## src/rtl/aes_sbox_pkg.sv

```systemverilog
`default_nettype none
// ------------------------------------------------------------------
// aes_sbox_pkg: shared constants, state encoding and byte index helpers
// Rev 1.0
// ------------------------------------------------------------------
package aes_sbox_pkg;

  localparam logic [7:0] SBOX_SEED     = 8'h1D;
  // Feedback taps at bits 4,3,2,0 (polynomial x^8+x^4+x^3+x^2+1)
  localparam logic [7:0] SBOX_TAPS     = 8'b0001_1101;
  localparam logic [7:0] SBOX_LAST_VAL = 8'h00;
  localparam logic [7:0] SBOX_LAST_IDX = 8'hFF;

  typedef enum logic [1:0] {
    IDLE  = 2'd0,
    BUILD = 2'd1,
    READY = 2'd2
  } build_state_e;

  function automatic logic [3:0] byte_row(input logic [7:0] b);
    return b[7:4];
  endfunction

  function automatic logic [3:0] byte_col(input logic [7:0] b);
    return b[3:0];
  endfunction

endpackage
`default_nettype wire

```

## src/rtl/lfsr8_fib.sv

```systemverilog
`default_nettype none
// ------------------------------------------------------------------
// lfsr8_fib: combinational next state of the 8-bit right-shifting Fibonacci LFSR
// Rev 1.0
// ------------------------------------------------------------------
module lfsr8_fib
  import aes_sbox_pkg::*;
#(
  parameter logic [7:0] TAPS = SBOX_TAPS
) (
  input  logic [7:0] cur,
  output logic [7:0] nxt
);

  assign nxt = {^(cur & TAPS), cur[7:1]};

endmodule
`default_nettype wire

```

## src/rtl/lfsr_sbox_table_builder.sv

```systemverilog
`default_nettype none
// ------------------------------------------------------------------
// lfsr_sbox_table_builder: one-shot builder of forward/inverse LFSR S-box
// tables with a registered lookup port.  Rev 1.0
// ------------------------------------------------------------------
module lfsr_sbox_table_builder
  import aes_sbox_pkg::*;
#(
  parameter logic [7:0] SEED     = SBOX_SEED,
  parameter logic [7:0] LAST_VAL = SBOX_LAST_VAL
) (
  input  logic       clk,
  input  logic       rst_an,
  input  logic       start,
  output logic       busy,
  output logic       ready,
  output logic       done,
  input  logic       rd_en,
  input  logic       select,
  input  logic [7:0] rd_addr,
  output logic [7:0] rd_data,
  output logic       rd_valid
);

  build_state_e state_q, state_d;
  logic [7:0]   k_q, k_d;
  logic [7:0]   lfsr_q, lfsr_d;
  logic         done_q, done_d;
  logic         rd_valid_q, rd_valid_d;
  logic [7:0]   rd_data_q, rd_data_d;

  logic [7:0]   lfsr_nxt;
  logic         wr_en;
  logic [7:0]   wr_val;
  logic         rd_hit;

  logic [7:0]   fwd_q [256];
  logic [7:0]   inv_q [256];

  lfsr8_fib #(.TAPS(SBOX_TAPS)) u_lfsr (
    .cur (lfsr_q),
    .nxt (lfsr_nxt)
  );

  always_ff @(posedge clk or negedge rst_an) begin
    if (!rst_an) begin
      state_q    <= IDLE;
      k_q        <= 8'h00;
      lfsr_q     <= SEED;
      done_q     <= 1'b0;
      rd_valid_q <= 1'b0;
      rd_data_q  <= 8'h00;
    end else begin
      state_q    <= state_d;
      k_q        <= k_d;
      lfsr_q     <= lfsr_d;
      done_q     <= done_d;
      rd_valid_q <= rd_valid_d;
      rd_data_q  <= rd_data_d;
    end
  end

  always_comb begin
    state_d = state_q;
    case (state_q)
      IDLE, READY: if (start) state_d = BUILD;
      BUILD:       if (k_q == SBOX_LAST_IDX) state_d = READY;
      default:     state_d = IDLE;
    endcase
  end

  // Build datapath: k stops at 255, so the walk never starts a second pass.
  always_comb begin
    k_d    = k_q;
    lfsr_d = lfsr_q;
    done_d = 1'b0;
    wr_en  = 1'b0;
    wr_val = lfsr_q;
    if (state_q == BUILD) begin
      wr_en = 1'b1;
      if (k_q == SBOX_LAST_IDX) begin
        wr_val = LAST_VAL;
        done_d = 1'b1;
      end else begin
        k_d    = k_q + 8'd1;
        lfsr_d = lfsr_nxt;
      end
    end else if (start) begin
      k_d    = 8'h00;
      lfsr_d = SEED;
    end
  end

  always_comb begin
    busy  = (state_q == BUILD);
    ready = (state_q == READY);
  end

  // Table writes and lookups never collide: writes only happen outside READY.
  always_ff @(posedge clk) begin
    if (wr_en) begin
      fwd_q[k_q]    <= wr_val;
      inv_q[wr_val] <= k_q;
    end
  end

  always_comb begin
    rd_hit     = rd_en & ready;
    rd_valid_d = rd_hit;
    rd_data_d  = rd_data_q;
    if (rd_hit) rd_data_d = select ? fwd_q[rd_addr] : inv_q[rd_addr];
  end

  assign done     = done_q;
  assign rd_valid = rd_valid_q;
  assign rd_data  = rd_data_q;

endmodule
`default_nettype wire
```

## config.mk

```make
export PLATFORM = sky130hd
export DESIGN_NAME = lfsr_sbox_table_builder
export DESIGN_NICKNAME = d
export VERILOG_FILES = /design/src/rtl/aes_sbox_pkg.sv /design/src/rtl/lfsr8_fib.sv /design/src/rtl/lfsr_sbox_table_builder.sv
export SDC_FILE = /design/constraint.sdc
export NUM_CORES = 2
export LEC_CHECK = 0
export BUFFER_PORTS_ARGS = -buffer_cell sky130_fd_sc_hd__buf_2
export CAP_MARGIN = 10
export CORE_MARGIN = 5
export CORE_UTILIZATION = 35
export DETAILED_ROUTE_END_ITERATION = 8
export GPL_ROUTABILITY_DRIVEN = 0
export PLACE_DENSITY_LB_ADDON = 0.3
export SKIP_LAST_GASP = 1
export SLEW_MARGIN = 20
export SYNTH_ARGS = -nofsm -noshare
export SYNTH_HDL_FRONTEND = slang
export SYNTH_SLANG_ARGS = --single-unit
```

## constraint.sdc

```tcl
create_clock -name clk -period 10.04 [get_ports clk]
set_input_delay 2.008 -clock clk [delete_from_list [all_inputs] [get_ports clk]]
set_output_delay 2.008 -clock clk [all_outputs]
set_load 0.1 [all_outputs]
```

[Yosys cells after proc, flatten, opt, wreduce, memory -nomap -nowiden]
Memories as Yosys holds them, arrays and structs flattened.
Cells that the tools add are included.
Word-level totals
  flip-flop bits (word level): 28
  bits in latches: 0
  RAM bits: 4096
  bits in read-only memories: 0
  input bits: 13
  output and inout port bits: 12
  word-level logic and storage cells: 39
  memories kept: 2
Operators by class
  $add $sub $neg: 1
  $mul: 0
  divide/modulo/power cells: 0
  order comparisons: 0
  eq/ne operators: 6
  shift operators: 0
  mux-type cells: 17
  bitwise logic cells: 1
  reduce and logical (&&, ||, !) cells: 6
Memory list
  fwd_q: depth 256, bits a word 8, read ports 1, clocked after memory_dff 0, wr ports 1, RTL line lfsr_sbox_table_builder.sv:37  | logic [7:0] fwd_q [256];
  inv_q: depth 256, bits a word 8, read ports 1, clocked after memory_dff 0, wr ports 1, RTL line lfsr_sbox_table_builder.sv:38  | logic [7:0] inv_q [256];
Operator list (count)
  two-way mux 8 bit: 9
  adder 8 x 1 -> 8 bit (second input constant): 1
  == test 8 bit (second input constant): 1
  parity 8 bit: 1
  two-way mux 1 bit: 5
  two-way mux 2 bit: 2
  inequality test 2 bit (second input constant): 2
  case mux 2 bit (2 select lines): 1
  AND reduction 2 bit: 2
  == test 2 x 1 -> 1 bit (second input constant): 1
  == test 2 bit (second input constant): 1
  logical NOT 2 bit: 1
  inequality test 2 x 1 -> 1 bit (second input constant): 1
  nonzero test 2 bit: 1
  OR reduction 2 bit: 1
  bitwise AND 1 bit: 1

[Longest topological paths before layout]
  word-level depth: 4
  mapped depth: 14
  mapped depth without buffers: 9

[Cells and area by module]
A second synthesis with hierarchy kept.
Unflattened totals
  cells, all modules: 7497
  area, all modules: 160617.8 µm²
Modules (own cells, without submodules)
  lfsr_sbox_table_builder: instances 1, cells each 7487, area each 160539.0 µm², seq. area each 123703.6 µm²
  lfsr8_fib: instances 1, cells each 10, area each 78.8 µm², seq. area each 0.0 µm²

[Worst setup path before layout]
Ideal clock, no wire load.
  kind: reg-to-reg
  start point: register k_q[0]
  end point: memory inv_q[240][0], enable pin
  data arrival time: 9.060 ns
  data required time: 9.670 ns
  path slack: 0.610 ns
  cell stages (with the launch flop): 9
  buffers on the path: 2
  period minus slack after synthesis: 9.430 ns
  cell sequence: dfrtp_1 -> ha_1 -> nand3_1 -> or3_1 -> and2_1 -> clkbuf_1 -> nand3_1 -> clkbuf_1 -> nor2_1
On the way
  word-level cells in the longest chain between the ends: 3
RTL lines
  from (decl): RTL line lfsr_sbox_table_builder.sv:26  | logic [7:0] k_q, k_d;
  from (signal assigned): RTL line lfsr_sbox_table_builder.sv:55  | k_q <= k_d;
  == test 8 bit: RTL line lfsr_sbox_table_builder.sv:81  | if (k_q == SBOX_LAST_IDX) begin
  two-way mux 8 bit: RTL line lfsr_sbox_table_builder.sv:81
  two-way mux 8 bit: RTL line lfsr_sbox_table_builder.sv:79  | if (state_q == BUILD) begin
  via wr_val[5]: RTL line lfsr_sbox_table_builder.sv:34  | logic [7:0] wr_val;
  to (decl): RTL line lfsr_sbox_table_builder.sv:38
The timed path passes the listed nets, and every way through them passes these cells.

[Worst setup path in the final report]
  start point: register k_q[6]
  end point: memory inv_q[62][6], enable pin
Same word-level chain as after synthesis.

==> results.py <==
metrics = {
    "run_status": {
        "outcome": "finished clean",
    },
    "min_path": {
        "min_path_cells": 1,
        "hold_start": "state_q[0]",
        "hold_path.class": "flop to flop",
    },
    "run": {
        "max_cap_violations": 0,
    },
    "setup_path": {
        "required_ps": 10600,
        "cp.arrival_ps": 6710,
        "r2r_slack_ps": 3900,
        "startpoint_type": "flop",
        "reg2reg_depth": 6,
        "path_class": "flop to flop",
        "reg2reg_to": "inv_q[62][6]",
        "crit_fanout": 78,
        "endpoint_kind": "flop",
        "startpoint": "k_q[6]",
        "crit_end": "inv_q[62][6]",
        "timing.rr.start": "k_q[6]",
    },
    "power": {
        "irDropWorstVdd_v": 0.000233,
        "p_leak_nw": 55.7,
        "power_density_nw_per_um2": 238,
    },
    "synthesis": {
        "ys_warn_count": 0,
        "yosysTopAreaCellShare_pct": 76.7,
        "syn-instance-count": 7376,
        "synth_top_family_by_area": "multiplexers",
        "syn_nets": 7393,
        "synth_adder_area_share_pct": 0.0312,
        "ys.flop_type": "edfxtp_1",
        "syn_avg_cell_area_um2": 21.7,
        "synth_top_area_cell": "edfxtp_1",
        "yosysSeqAreaShare_pct": 77.2,
        "synth_area_um2": 160000,
        "muxShareOfSynthArea_pct": 16.7,
        "yosys.area_share.simple_pct": 2.96,
        "ys_async_sr_fraction_pct": 0.679,
        "yosys-top-cells-area": "edfxtp_1 (77%), mux4_2 (16%), nor2_1 (1.4%)",
        "synth-compound-area-share_pct": 1.60,
        "synth_xor_xnor_area_share_pct": 0.0273,
        "synth-edff-count": 4096,
        "ys_seq_elements": 4124,
        "ys_types": 72,
    },
    "routing": {
        "drt-initial-drc-count": 9372,
        "num_vias": 77600,
        "firstDrtPassIters": 6,
        "ant_nets": 0,
        "drc": 0,
        "viasPerCell": 5.52,
        "detail_route.wl_per_cell_um": 30.4,
        "wirelength_um": 427000,
    },
    "clocking": {
        "cts_sinks": 4124,
        "cts.path.max_buffers": 4,
        "cts_root_buffer": "clkbuf_16",
        "cts_hold_buf": 0,
        "insertion_delay_ps": 1000,
        "post_cts_buffers": 0,
        "clk_pin_slew_worst_paths_ps": 60,
        "cts_tree": "done",
        "cts-resized-gates": 0,
        "numCtsBuffers": 413,
        "htreeDepth": 5,
    },
    "floorplanning": {
        "num_rows": 248,
        "ios": 25,
        "fp.dieH_um": 687,
        "core-area_um2": 456000,
        "die_w_um": 687,
        "die_area_um2": 472000,
        "initial_core_util_pct": 35.1,
    },
    "global_routing": {
        "antenna_found_initial": 19,
        "grt_pass1_vias": 78600,
        "gr-total-overflow": 0,
        "track_usage_pct": 17.7,
        "grt_pass1_wl_um": 606000,
        "grt_start_max_net_pins": 241,
    },
    "final_layout": {
        "multi_input_area_um2": 34300,
        "post-route-util_pct": 39.7,
        "nFillCells": 40000,
        "seqCellArea_um2": 124000,
        "drive_gt1_share_pct": 25.2,
        "nNetsFinal": 7581,
        "areaGrowthSynthToFinish_pct": 13.2,
    },
    "timing": {
        "max_slew_margin_pct": 17.8,
        "setup_ws_ps": 3900,
        "period_share_pct": 61.2,
        "tns_ps": 0,
        "setup_viol_count_final": 0,
        "hold_violations": 0,
        "slew_viol_final": 0,
        "clock_skew_ps": 60.4,
        "fin_crit_ps": 6140,
        "fmaxAchievable_mhz": 163,
        "hold_ws_ps": 494,
        "rsz0062_at_grt": "no",
        "worst_pin_slew_ps": 1220,
    },
    "placed_design": {
        "dp_slack_ps": 3370,
        "port_buffers": 24,
        "hpwl_um": 255000,
    },
}
-- per-layer routing --
layer	global-route usage, %	share of wire, %	wire (um)
met5	0	0.0087	37
met4	5.29	3.2	13700
met3	3.41	8.4	35900
met2	27.9	47	202000
met1	25.0	41	176000
-- how the worst min path moves through the flow --
stage / endpoint / slack, ps
after floorplan: state_q[0] / 460
after global placement: state_q[0] / 480
after detailed placement: state_q[0] / 490
after CTS: state_q[0] / 500
after global routing: state_q[0] / 520
final: state_q[0] / 490
-- synth_stat cells (all sizes together), types with 4 or more instances --
cell,n
dfrtp,24
o22a,4
a21oi,40
a2111oi,10
inv,12
o221ai,39
o211ai,5
edfxtp,4096
nor3b,4
a22o,9
a211o,5
nor2b,21
o22ai,62
or2,4
or3,4
a211oi,20
nor4,9
ha,4
and3,31
nand4,9
o32ai,4
mux2,10
a22oi,13
a221o,4
buf,276
a41oi,6
a311oi,12
mux2i,170
nand3,77
o21ai,43
nor3,22
nand2,342
o31ai,9
and2,17
nor2,590
o311ai,6
clkbuf,162
a32oi,11
a31oi,30
dfstp,4
mux4,1106
a2bb2oi,5
nand2b,12
-- worst max-delay path, stage by stage, from the launching register on --
cell	delay (ps)
dfrtp_4	1010
nand4_1	1060
or3_1	890
and2_4	470
nor2_1	460
nand3_1	810
nor2_1	1000
-- where the power goes --
| part | internal [mW] | total (mW) | switching [mW] |
|---|---|---|---|
| registers | 21.8 | 22.3 | 0.404 |
| clock network | 8.95 | 15.6 | 6.67 |
| logic | 0.957 | 5.38 | 4.42 |
| total | 31.8 | 43.2 | 11.5 |
-- layout make-up --
class,instances,share of cell area [%]
multi-input combinational,2802,18.9
sequential,4124,68.2
antenna,6,0.00828
tap,6125,4.22
clock buffer,517,5.97
clock inverter,251,1.60
inverter,12,0.0372
timing repair buffer,211,1.04
-- cell families after synthesis --
group,after synthesis
flops,4124
mux,1286
simple gates,1149
buf+inv,450
compound gates,358
xor+xnor,5
fa+ha+maj,4
-- cells in the final DEF, fill, tap and decap left out, types with 48 or more instances in the layout --
| cell type | n |
|---|---|
| buf_4 | 160 |
| bufinv_16 | 48 |
| clkbuf_1 | 95 |
| clkbuf_16 | 415 |
| clkinv_1 | 77 |
| clkinv_2 | 75 |
| edfxtp_1 | 4096 |
| mux2i_1 | 170 |
| mux4_2 | 1106 |
| nand2_1 | 333 |
| nand3_1 | 74 |
| nor2_1 | 581 |
| o22ai_1 | 62 |
-- state kept, by name (all words and copies together) (netlist names) --
signal,cells
k_q,8
state_q,2
fwd_q,2048
rd_data,8
rd_valid,1
done,1
lfsr_q,8
inv_q,2048
-- metrics by stage --
stage / total power [mW] / instances / instance area, um2
after detailed placement: 28.0 / 13300 / 168000
after global routing: 44.5 / 14000 / 181000
final: 43.2 / 14000 / 181000
after floorplan: 25.7 / 7376 / 160000
after global placement: 27.7 / 13300 / 168000
after CTS: 43.5 / 14000 / 181000
(Power assumes the default switching activity.)
